==> src/rtl/riscv_pkg.sv <==
// ---------------------------------------------------------------------------
// riscv_pkg
// Constants and types shared by the RV32I decode-stage control logic. It holds
// the opcode values, the immediate-select / result-select / ALU-op encodings,
// and the packed control bundle that travels from Decode into the ID/EX
// control register.
// ---------------------------------------------------------------------------
package riscv_pkg;

    // Major opcodes (InstrD[6:0]) handled by this pipeline
    localparam logic [6:0] OP_LOAD   = 7'b0000011;
    localparam logic [6:0] OP_STORE  = 7'b0100011;
    localparam logic [6:0] OP_RTYPE  = 7'b0110011;
    localparam logic [6:0] OP_ITYPE  = 7'b0010011;
    localparam logic [6:0] OP_BRANCH = 7'b1100011;
    localparam logic [6:0] OP_JAL    = 7'b1101111;

    // Immediate-format select for the sign-extender
    localparam logic [1:0] IMM_I = 2'b00;
    localparam logic [1:0] IMM_S = 2'b01;
    localparam logic [1:0] IMM_B = 2'b10;
    localparam logic [1:0] IMM_J = 2'b11;

    // Writeback result select
    localparam logic [1:0] RES_ALU = 2'b00;
    localparam logic [1:0] RES_MEM = 2'b01;
    localparam logic [1:0] RES_PC4 = 2'b10;

    // ALU operation class
    localparam logic [1:0] ALUOP_ADD   = 2'b00;
    localparam logic [1:0] ALUOP_SUB   = 2'b01;
    localparam logic [1:0] ALUOP_FUNCT = 2'b10;

    // Control bundle registered from D into E. An all-zero value is a bubble.
    typedef struct packed {
        logic       reg_write;
        logic       mem_write;
        logic [1:0] result_src;
        logic       alu_src;
        logic [1:0] alu_op;
        logic       branch;
        logic       jump;
    } ctrl_t;

endpackage

==> src/rtl/main_decoder.sv <==
// ---------------------------------------------------------------------------
// main_decoder
// Purely combinational opcode decoder for the Decode stage.
//   op        in  7  InstrD[6:0]
//   ctrl      out    control bundle (all zero for unsupported opcodes)
//   imm_src   out 2  immediate format for the sign-extender
//   illegal   out 1  opcode is not one this pipeline supports
//   rs1_used  out 1  instruction reads rs1 (used for hazard detection)
//   rs2_used  out 1  instruction reads rs2 (used for hazard detection)
// ---------------------------------------------------------------------------
module main_decoder
    import riscv_pkg::*;
(
    input  logic [6:0] op,
    output ctrl_t      ctrl,
    output logic [1:0] imm_src,
    output logic       illegal,
    output logic       rs1_used,
    output logic       rs2_used
);

    always_comb begin
        ctrl     = '0;
        imm_src  = IMM_I;
        illegal  = 1'b0;
        rs1_used = 1'b0;
        rs2_used = 1'b0;
        case (op)
            OP_LOAD: begin
                ctrl.reg_write  = 1'b1;
                ctrl.result_src = RES_MEM;
                ctrl.alu_src    = 1'b1;
                ctrl.alu_op     = ALUOP_ADD;
                imm_src         = IMM_I;
                rs1_used        = 1'b1;
            end
            OP_STORE: begin
                ctrl.mem_write  = 1'b1;
                ctrl.alu_src    = 1'b1;
                imm_src         = IMM_S;
                rs1_used        = 1'b1;
                rs2_used        = 1'b1;
            end
            OP_RTYPE: begin
                ctrl.reg_write  = 1'b1;
                ctrl.alu_op     = ALUOP_FUNCT;
                rs1_used        = 1'b1;
                rs2_used        = 1'b1;
            end
            OP_ITYPE: begin
                ctrl.reg_write  = 1'b1;
                ctrl.alu_src    = 1'b1;
                ctrl.alu_op     = ALUOP_FUNCT;
                imm_src         = IMM_I;
                rs1_used        = 1'b1;
            end
            OP_BRANCH: begin
                ctrl.branch     = 1'b1;
                ctrl.alu_op     = ALUOP_SUB;
                imm_src         = IMM_B;
                rs1_used        = 1'b1;
                rs2_used        = 1'b1;
            end
            OP_JAL: begin
                ctrl.reg_write  = 1'b1;
                ctrl.jump       = 1'b1;
                ctrl.result_src = RES_PC4;
                imm_src         = IMM_J;
            end
            default: begin
                illegal = 1'b1;
            end
        endcase
    end

endmodule

==> src/rtl/id_ctrl_hazard.sv <==
// ---------------------------------------------------------------------------
// id_ctrl_hazard
// Decode-stage controller: decodes InstrD, registers the controls into the
// ID/EX control register, detects load-use hazards (stall F/D, bubble into E),
// honours the branch-taken flush from E and counts load-use stall cycles.
//   clk, rst                 clock, asynchronous active-high reset
//   InstrD, ValidD           instruction in Decode and its valid flag
//   FlushE                   taken branch/jump in E: kill D and E
//   ImmSrcD, Rs1D, Rs2D      combinational decode outputs
//   StallF, StallD           hold PC / IF-ID register on a load-use hazard
//   RegWriteE .. JumpE       registered controls
//   RdE, ValidE, IllegalE    registered destination / valid / illegal flags
//   StallCnt                 saturating count of load-use stall cycles
// ---------------------------------------------------------------------------
module id_ctrl_hazard
    import riscv_pkg::*;
#(
    parameter int STALL_CNT_W    = 16,
    parameter bit NOP_ON_ILLEGAL = 1'b1
) (
    input  logic                   clk,
    input  logic                   rst,
    input  logic [31:0]            InstrD,
    input  logic                   ValidD,
    input  logic                   FlushE,
    output logic [1:0]             ImmSrcD,
    output logic [4:0]             Rs1D,
    output logic [4:0]             Rs2D,
    output logic                   StallF,
    output logic                   StallD,
    output logic                   RegWriteE,
    output logic                   MemWriteE,
    output logic [1:0]             ResultSrcE,
    output logic                   ALUSrcE,
    output logic [1:0]             ALUOpE,
    output logic                   BranchE,
    output logic                   JumpE,
    output logic [4:0]             RdE,
    output logic                   ValidE,
    output logic                   IllegalE,
    output logic [STALL_CNT_W-1:0] StallCnt
);

    ctrl_t dec_ctrl;
    logic  dec_illegal;
    logic  rs1_used;
    logic  rs2_used;

    main_decoder u_main_decoder (
        .op       (InstrD[6:0]),
        .ctrl     (dec_ctrl),
        .imm_src  (ImmSrcD),
        .illegal  (dec_illegal),
        .rs1_used (rs1_used),
        .rs2_used (rs2_used)
    );

    assign Rs1D = InstrD[19:15];
    assign Rs2D = InstrD[24:20];

    // funct3/funct7 are consumed by the ALU decoder further down the pipe
    logic unused_instr_bits;
    assign unused_instr_bits = &{1'b0, InstrD[31:25], InstrD[14:12]};

    ctrl_t ctrl_e;
    logic  lu;
    logic  bubble;
    logic  rs1_hit;
    logic  rs2_hit;

    // A load in E whose destination is read by the valid instruction in D.
    // x0 is never a real dependency, so rd=0 cannot cause a stall.
    assign rs1_hit = rs1_used && (RdE == Rs1D);
    assign rs2_hit = rs2_used && (RdE == Rs2D);
    assign lu      = ValidE && (ResultSrcE == RES_MEM) && (RdE != 5'd0) &&
                     ValidD && (rs1_hit || rs2_hit);

    // The D instruction is wrong-path when E flushes, so flush wins over stall
    assign StallF = lu && !FlushE;
    assign StallD = StallF;
    assign bubble = FlushE || lu;

    ctrl_t ctrl_next;
    logic  valid_next;
    logic  illegal_next;
    logic  [4:0] rd_next;

    always_comb begin
        ctrl_next    = '0;
        valid_next   = 1'b0;
        illegal_next = 1'b0;
        rd_next      = 5'd0;
        if (!bubble) begin
            valid_next   = ValidD;
            illegal_next = ValidD && dec_illegal;
            rd_next      = InstrD[11:7];
            // Illegal opcodes may optionally pass through as a bubble
            if (ValidD && !(NOP_ON_ILLEGAL && dec_illegal)) begin
                ctrl_next = dec_ctrl;
            end
        end
    end

    always_ff @(posedge clk or posedge rst) begin
        if (rst) begin
            ctrl_e   <= '0;
            ValidE   <= 1'b0;
            IllegalE <= 1'b0;
            RdE      <= 5'd0;
        end else begin
            ctrl_e   <= ctrl_next;
            ValidE   <= valid_next;
            IllegalE <= illegal_next;
            RdE      <= rd_next;
        end
    end

    always_ff @(posedge clk or posedge rst) begin
        if (rst) begin
            StallCnt <= '0;
        end else if (StallF && (StallCnt != {STALL_CNT_W{1'b1}})) begin
            StallCnt <= StallCnt + STALL_CNT_W'(1);
        end
    end

    assign RegWriteE  = ctrl_e.reg_write;
    assign MemWriteE  = ctrl_e.mem_write;
    assign ResultSrcE = ctrl_e.result_src;
    assign ALUSrcE    = ctrl_e.alu_src;
    assign ALUOpE     = ctrl_e.alu_op;
    assign BranchE    = ctrl_e.branch;
    assign JumpE      = ctrl_e.jump;

endmodule
==> config.mk <==
export PLATFORM = sky130hd
export DESIGN_NAME = id_ctrl_hazard
export DESIGN_NICKNAME = d
export VERILOG_FILES = /design/src/rtl/riscv_pkg.sv /design/src/rtl/main_decoder.sv /design/src/rtl/id_ctrl_hazard.sv
export SDC_FILE = /design/constraint.sdc
export NUM_CORES = 1
export LEC_CHECK = 0
export ABC_AREA = 1
export CAP_MARGIN = 20
export CORE_MARGIN = 3
export CORE_UTILIZATION = 46
export CTS_CLUSTER_SIZE = 8
export DETAILED_ROUTE_END_ITERATION = 7
export PLACE_DENSITY_LB_ADDON = 0.15
export RECOVER_POWER = 100
export SETUP_SLACK_MARGIN = 0.3
export SLEW_MARGIN = 20
export SYNTH_ARGS = -nofsm -noshare
export SYNTH_HDL_FRONTEND = slang
export SYNTH_SLANG_ARGS = --single-unit
==> constraint.sdc <==
create_clock -name clk -period 4.21 [get_ports clk]
set_input_delay 0.421 -clock clk [delete_from_list [all_inputs] [get_ports clk]]
set_output_delay 0.421 -clock clk [all_outputs]
set_load 0.02 [all_outputs]
After elaboration in Yosys (flattened, before gate mapping). Cells that the tools add are included.

$add $sub $neg: 1. Equal/unequal tests: 10. Mux-type cells: 16. Reductions and logical operators: 20.

Operators by type and width (count): $mux W9 (2); $add A16 B1 Y16 const B (1); $ne A16 B16 Y1 const B (1); $eq A7 B6 Y1 const B (2); $eq A7 B7 Y1 const B (2); $eq A5 B5 Y1 (2); $logic_and A1 B1 Y1 (10); $mux W1 (10); $pmux W2 S2 (2); $eq A7 B2 Y1 const B (1); $eq A7 B5 Y1 const B (1); $pmux W2 S3 (1); $reduce_or A3 Y1 (2); $reduce_or A6 Y1 (1); $mux W5 (1); $reduce_bool A5 Y1 (1); $reduce_or A5 Y1 (1); $reduce_or A4 Y1 (1); $eq A2 B1 Y1 const B (1); $logic_or A1 B1 Y1 (2); $reduce_or A2 Y1 (1); $logic_not A1 Y1 (1).

Bits in registers: 32. Input bits: 36. Output and inout bits: 46. Word-level logic and storage cells: 58.

Logic depth before layout (Yosys ltp).
Depth in word-level cells: 8. Gate-level depth with buffers: 12.

Modules after synthesis. Synthesis repeated with hierarchy kept, for this count alone.

Cells, all modules: 291. Area, all modules: 2103.3 um^2.

Modules (own cells, without submodules): id_ctrl_hazard (instances 1, cells an instance 254, area each 1916.8 um^2); main_decoder (instances 1, cells an instance 37, area each 186.4 um^2).

Worst setup path before layout. Ideal clock, no wire load.

Path kind: register to output. From: register RdE[3]. To: output StallF. Arrival: 1.544 ns. Required time: 3.789 ns. Slack: 2.245 ns. Cell stages (with the launch flop): 11. Cells stage by stage: dfrtp_1 -> inv_1 -> nand2_1 -> nand2_1 -> nand3_1 -> nor2_1 -> nand2_1 -> nand2_1 -> nand2_1 -> nor2_1 -> buf_4.

Cells in the longest elaborated chain, start to end: 5. Elaborated cells between the ends (all ways): 10. Those cells by class: eq/ne (2); reduce/logical (8).

RTL lines: start: declaration (RTL line id_ctrl_hazard.sv:38) `output logic [4:0] RdE,`; start signal: assignment (RTL line id_ctrl_hazard.sv:114) `RdE <= rd_next;`; $eq A5 B5 Y1, or another cell as far along (RTL line id_ctrl_hazard.sv:73) `assign rs1_hit = rs1_used && (RdE == Rs1D);`; $logic_and A1 B1 Y1 (on tied branches) (RTL line id_ctrl_hazard.sv:73, id_ctrl_hazard.sv:74, id_ctrl_hazard.sv:75); $logic_or A1 B1 Y1 or $logic_and A1 B1 Y1 (tied branches) (RTL line id_ctrl_hazard.sv:76, id_ctrl_hazard.sv:75); $logic_and A1 B1 Y1 * (RTL line id_ctrl_hazard.sv:76) `ValidD && (rs1_hit || rs2_hit);`; $logic_and A1 B1 Y1 * (RTL line id_ctrl_hazard.sv:79) `assign StallF = lu && !FlushE;`; end: declaration (RTL line id_ctrl_hazard.sv:29) `output logic StallF,`.

Mark *: on every way between the ends. The rest lies on a longest branch, timed or not.

Final worst setup path.
From: input InstrD[5]. To: output StallD.

Cells in the longest elaborated chain, start to end: 7. Elaborated cells between the ends (all ways): 14. Those cells by class: eq/ne (5); mux (2); reduce/logical (7).

RTL lines: start: declaration (RTL line id_ctrl_hazard.sv:23) `input logic [31:0] InstrD,`; $eq A7 B6 Y1, or another cell as far along (RTL line main_decoder.sv:28) `case (op)`; $reduce_or A5 Y1 (no source line) or $reduce_or A3 Y1 (tied branches); $mux W1 (RTL line main_decoder.sv:28); $logic_and A1 B1 Y1 (on tied branches) (RTL line id_ctrl_hazard.sv:73, id_ctrl_hazard.sv:74); $logic_or A1 B1 Y1 * (RTL line id_ctrl_hazard.sv:76); $logic_and A1 B1 Y1 * (RTL line id_ctrl_hazard.sv:76); $logic_and A1 B1 Y1 * (RTL line id_ctrl_hazard.sv:79); end: declaration (RTL line id_ctrl_hazard.sv:30) `output logic StallD,`.

Marked as above.

==> results.json <==
{
  "stdcell_area_sq_um": 2640,
  "pre_cts_slack_ns": 1.40,
  "grt_usage": 0.197,
  "endpoint_kind": "output pin",
  "max_freq_mhz": 321,
  "finalSetupViolCount": 0,
  "worst_ir_drop_vdd_v": 0.000184,
  "drt_first_pass_iters": 4,
  "min-delay-start": "StallCnt[4]",
  "timing.final.crit_period_ns": 3.12,
  "cts_root_buffer": "clkbuf_8",
  "synth_top_area_cell": "dfrtp_1",
  "core_sq_um": 3830,
  "rr_startpoint": "StallCnt[0]",
  "pin_count": 82,
  "die_w_um": 70.6,
  "synth_warnings": 0,
  "gp_congestion": 0.805,
  "violations": "capacitance limit, slew limit",
  "area_delta_synth_final_pct": 37.9,
  "antenna_found_initial": 0,
  "cts_hold_repair.buffers": 0,
  "io_buffers": 71,
  "min_period_over_period": 0.740,
  "ff_latch_area_sq_um": 801,
  "postCtsSetupRepairBufs": 0,
  "clockBufferDepth": 2,
  "layout-drive-gt1-share": 0.0400,
  "final.setup.tns_ns": 0,
  "cp.arrival_ns": 2.69,
  "vias": 1794,
  "viasPerCell": 4.81,
  "min_path_type": "flop to flop",
  "syn_area_per_cell_sq_um": 7.37,
  "overflow": 0,
  "hold_viol": 0,
  "synth-seq-cells": 32,
  "synth.distinct_cells": 27,
  "grt_pass1_vias": 1720,
  "hpwlAfterDp_um": 3470,
  "initial_core_util": 0.501,
  "multi_input_area_sq_um": 851,
  "drv_cap": 1,
  "placed_area_sq_um": 2590,
  "synth_top_area_frac": 0.418,
  "drt_iter0_drc": 104,
  "required_ns": 3.79,
  "cts_tree": "yes",
  "grt_max_degree": 33,
  "cts.clk_slew.worst_paths_ns": 0.06,
  "criticalPathCategory": "input pin to output pin",
  "synth_fp_nets": 297,
  "wl_per_cell_um": 12.1,
  "finClkSkew_ns": 0.00785,
  "drv_slew": 33,
  "num_rows": 22,
  "critical_path.startpoint": "InstrD[5]",
  "status": "finished with violations",
  "cp-start-kind": "input pin",
  "h-tree-depth": 2,
  "cts_resized": 0,
  "n_antenna_cell": 0,
  "relSlewSlack": -0.146,
  "critPathMaxFanout": 5,
  "synth_area_leaders": "dfrtp_1 42%, nand2_1 19%, inv_1 6.7%, buf_4 4.7%, xnor2_1 4.6%",
  "syn_inst": 260,
  "design.die.area_sq_um": 4980,
  "routed_wl_um": 4510,
  "nFillCells": 334,
  "layout_common_cells": "96 x nand2_1, 48 x dlygate4sd3_1, 35 x inv_1",
  "drcViolationCount": 0,
  "finalNetCount": 362,
  "clkSinkCount": 32,
  "dieHeight_um": 70.6,
  "p_leak_nw": 1.40,
  "worst_slew_pin_slew_ns": 1.72,
  "postRouteAntennaNets": 0,
  "numCtsBuffers": 5,
  "final_common_cell": "nand2_1",
  "power_density_nw_per_um2": 235,
  "synthesis.area_sq_um": 1920,
  "setup_slack_ns": 1.09,
  "grt_pass1_wl_um": 7870,
  "rsz0062_at_grt": "no",
  "seq_area_frac_synth": 0.418,
  "worstSkewPairLatency_ns": 0.29
}
routing by layer:
layer | GRT usage | share of wire | wire (um) | up-vias
li1 | - | - | - | 915
met1 | 0.244 | 0.43 | 1950 | 800
met2 | 0.315 | 0.46 | 2090 | 71
met3 | 0.0682 | 0.084 | 379 | 8
met4 | 0.0856 | 0.021 | 93 | 0
met5 | 0 | 0 | 0 | -
critical path, stage by stage:
cell and delay (ns):
dlygate4sd3_1 0.56, inv_1 0.06, nor2_1 0.29, inv_1 0.14, o21ai_0 0.20, nand2_1 0.07, nand2_1 0.06, nand2_1 0.07
nor2_1 0.13, dlygate4sd3_1 0.69
cell usage after synthesis:
cell      count
a21boi_0      1
a21oi_2       1
buf_2         1
buf_4        12
buf_6         1
clkinv_1      1
dfrtp_1      32
ha_1          1
inv_1        34
inv_2         2
nand2_1      95
nand2_2       1
nand3_1      10
nand3_2       2
nand4_1       5
nand4_2       1
nor2_1       23
nor2_2        1
nor2_4        2
nor3_1       11
nor3_2        1
nor3b_1       1
nor4_1        1
o21ai_0       1
o21ai_2       1
xnor2_1      10
xor2_1        8
metrics by stage:
stage | hold slack [ns] | util | total power [mW] | instances
after floorplan | 0.527 | - | 0.367 | 260
after global placement | 0.515 | 0.677 | 0.410 | 366
after detailed placement | 0.523 | 0.677 | 0.412 | 366
after CTS | 0.512 | 0.697 | 0.636 | 373
after global routing | 0.609 | 0.691 | 0.650 | 373
final | 0.535 | 0.691 | 0.622 | 373
area by class of cell:
| type | count | share of cell area |
|---|---|---|
| Timing Repair Buffer | 72 | 0.270 |
| Inverter | 37 | 0.0526 |
| Clock inverter | 1 | 0.00189 |
| Clock buffer | 6 | 0.0275 |
| Tap cell | 48 | 0.0227 |
| Sequential cell | 32 | 0.303 |
| Multi-Input combinational cell | 177 | 0.322 |
flip-flops by register name (all words and copies together) (netlist names):
signal and flops:
RegWriteE 1, RdE 5, BranchE 1, ALUOpE 2
ValidE 1, ResultSrcE 2, IllegalE 1, MemWriteE 1
JumpE 1, StallCnt 16, ALUSrcE 1
cell families (layout without fill, tap and decap cells):
group / after synthesis / in the layout / synth area share
fa+ha+maj: 1 / 1 / 0.00653
xor+xnor: 18 / 18 / 0.0822
compound gates: 4 / 4 / 0.0157
flops: 32 / 32 / 0.418
simple gates: 154 / 154 / 0.350
buf+inv: 51 / 116 / 0.128
report_power, final:
part | internal (mW) | switching [mW] | total, mW | leakage (nW)
Clock | 0.112 | 0.110 | 0.223 | 0.0410
Combinational | 0.0412 | 0.0438 | 0.0850 | 0.920
Sequential | 0.311 | 0.00331 | 0.314 | 0.440
Total | 0.465 | 0.157 | 0.622 | 1.40
path summary, 6_finish.rpt:
kind | endpoint | slack (ns) | depth (start not counted)
worst max-delay path | StallD | 1.09 | 10
worst min-delay path | StallCnt[4] | 0.53 | 2
worst max register to register | StallCnt[5] | 2.10 | 7
worst min register to register | StallCnt[4] | 0.53 | 2
max in group asynchronous | RdE[2] | 2.04 | 3
min in group asynchronous | JumpE | 1.17 | 3
Power figures use the tool's default switching activity.
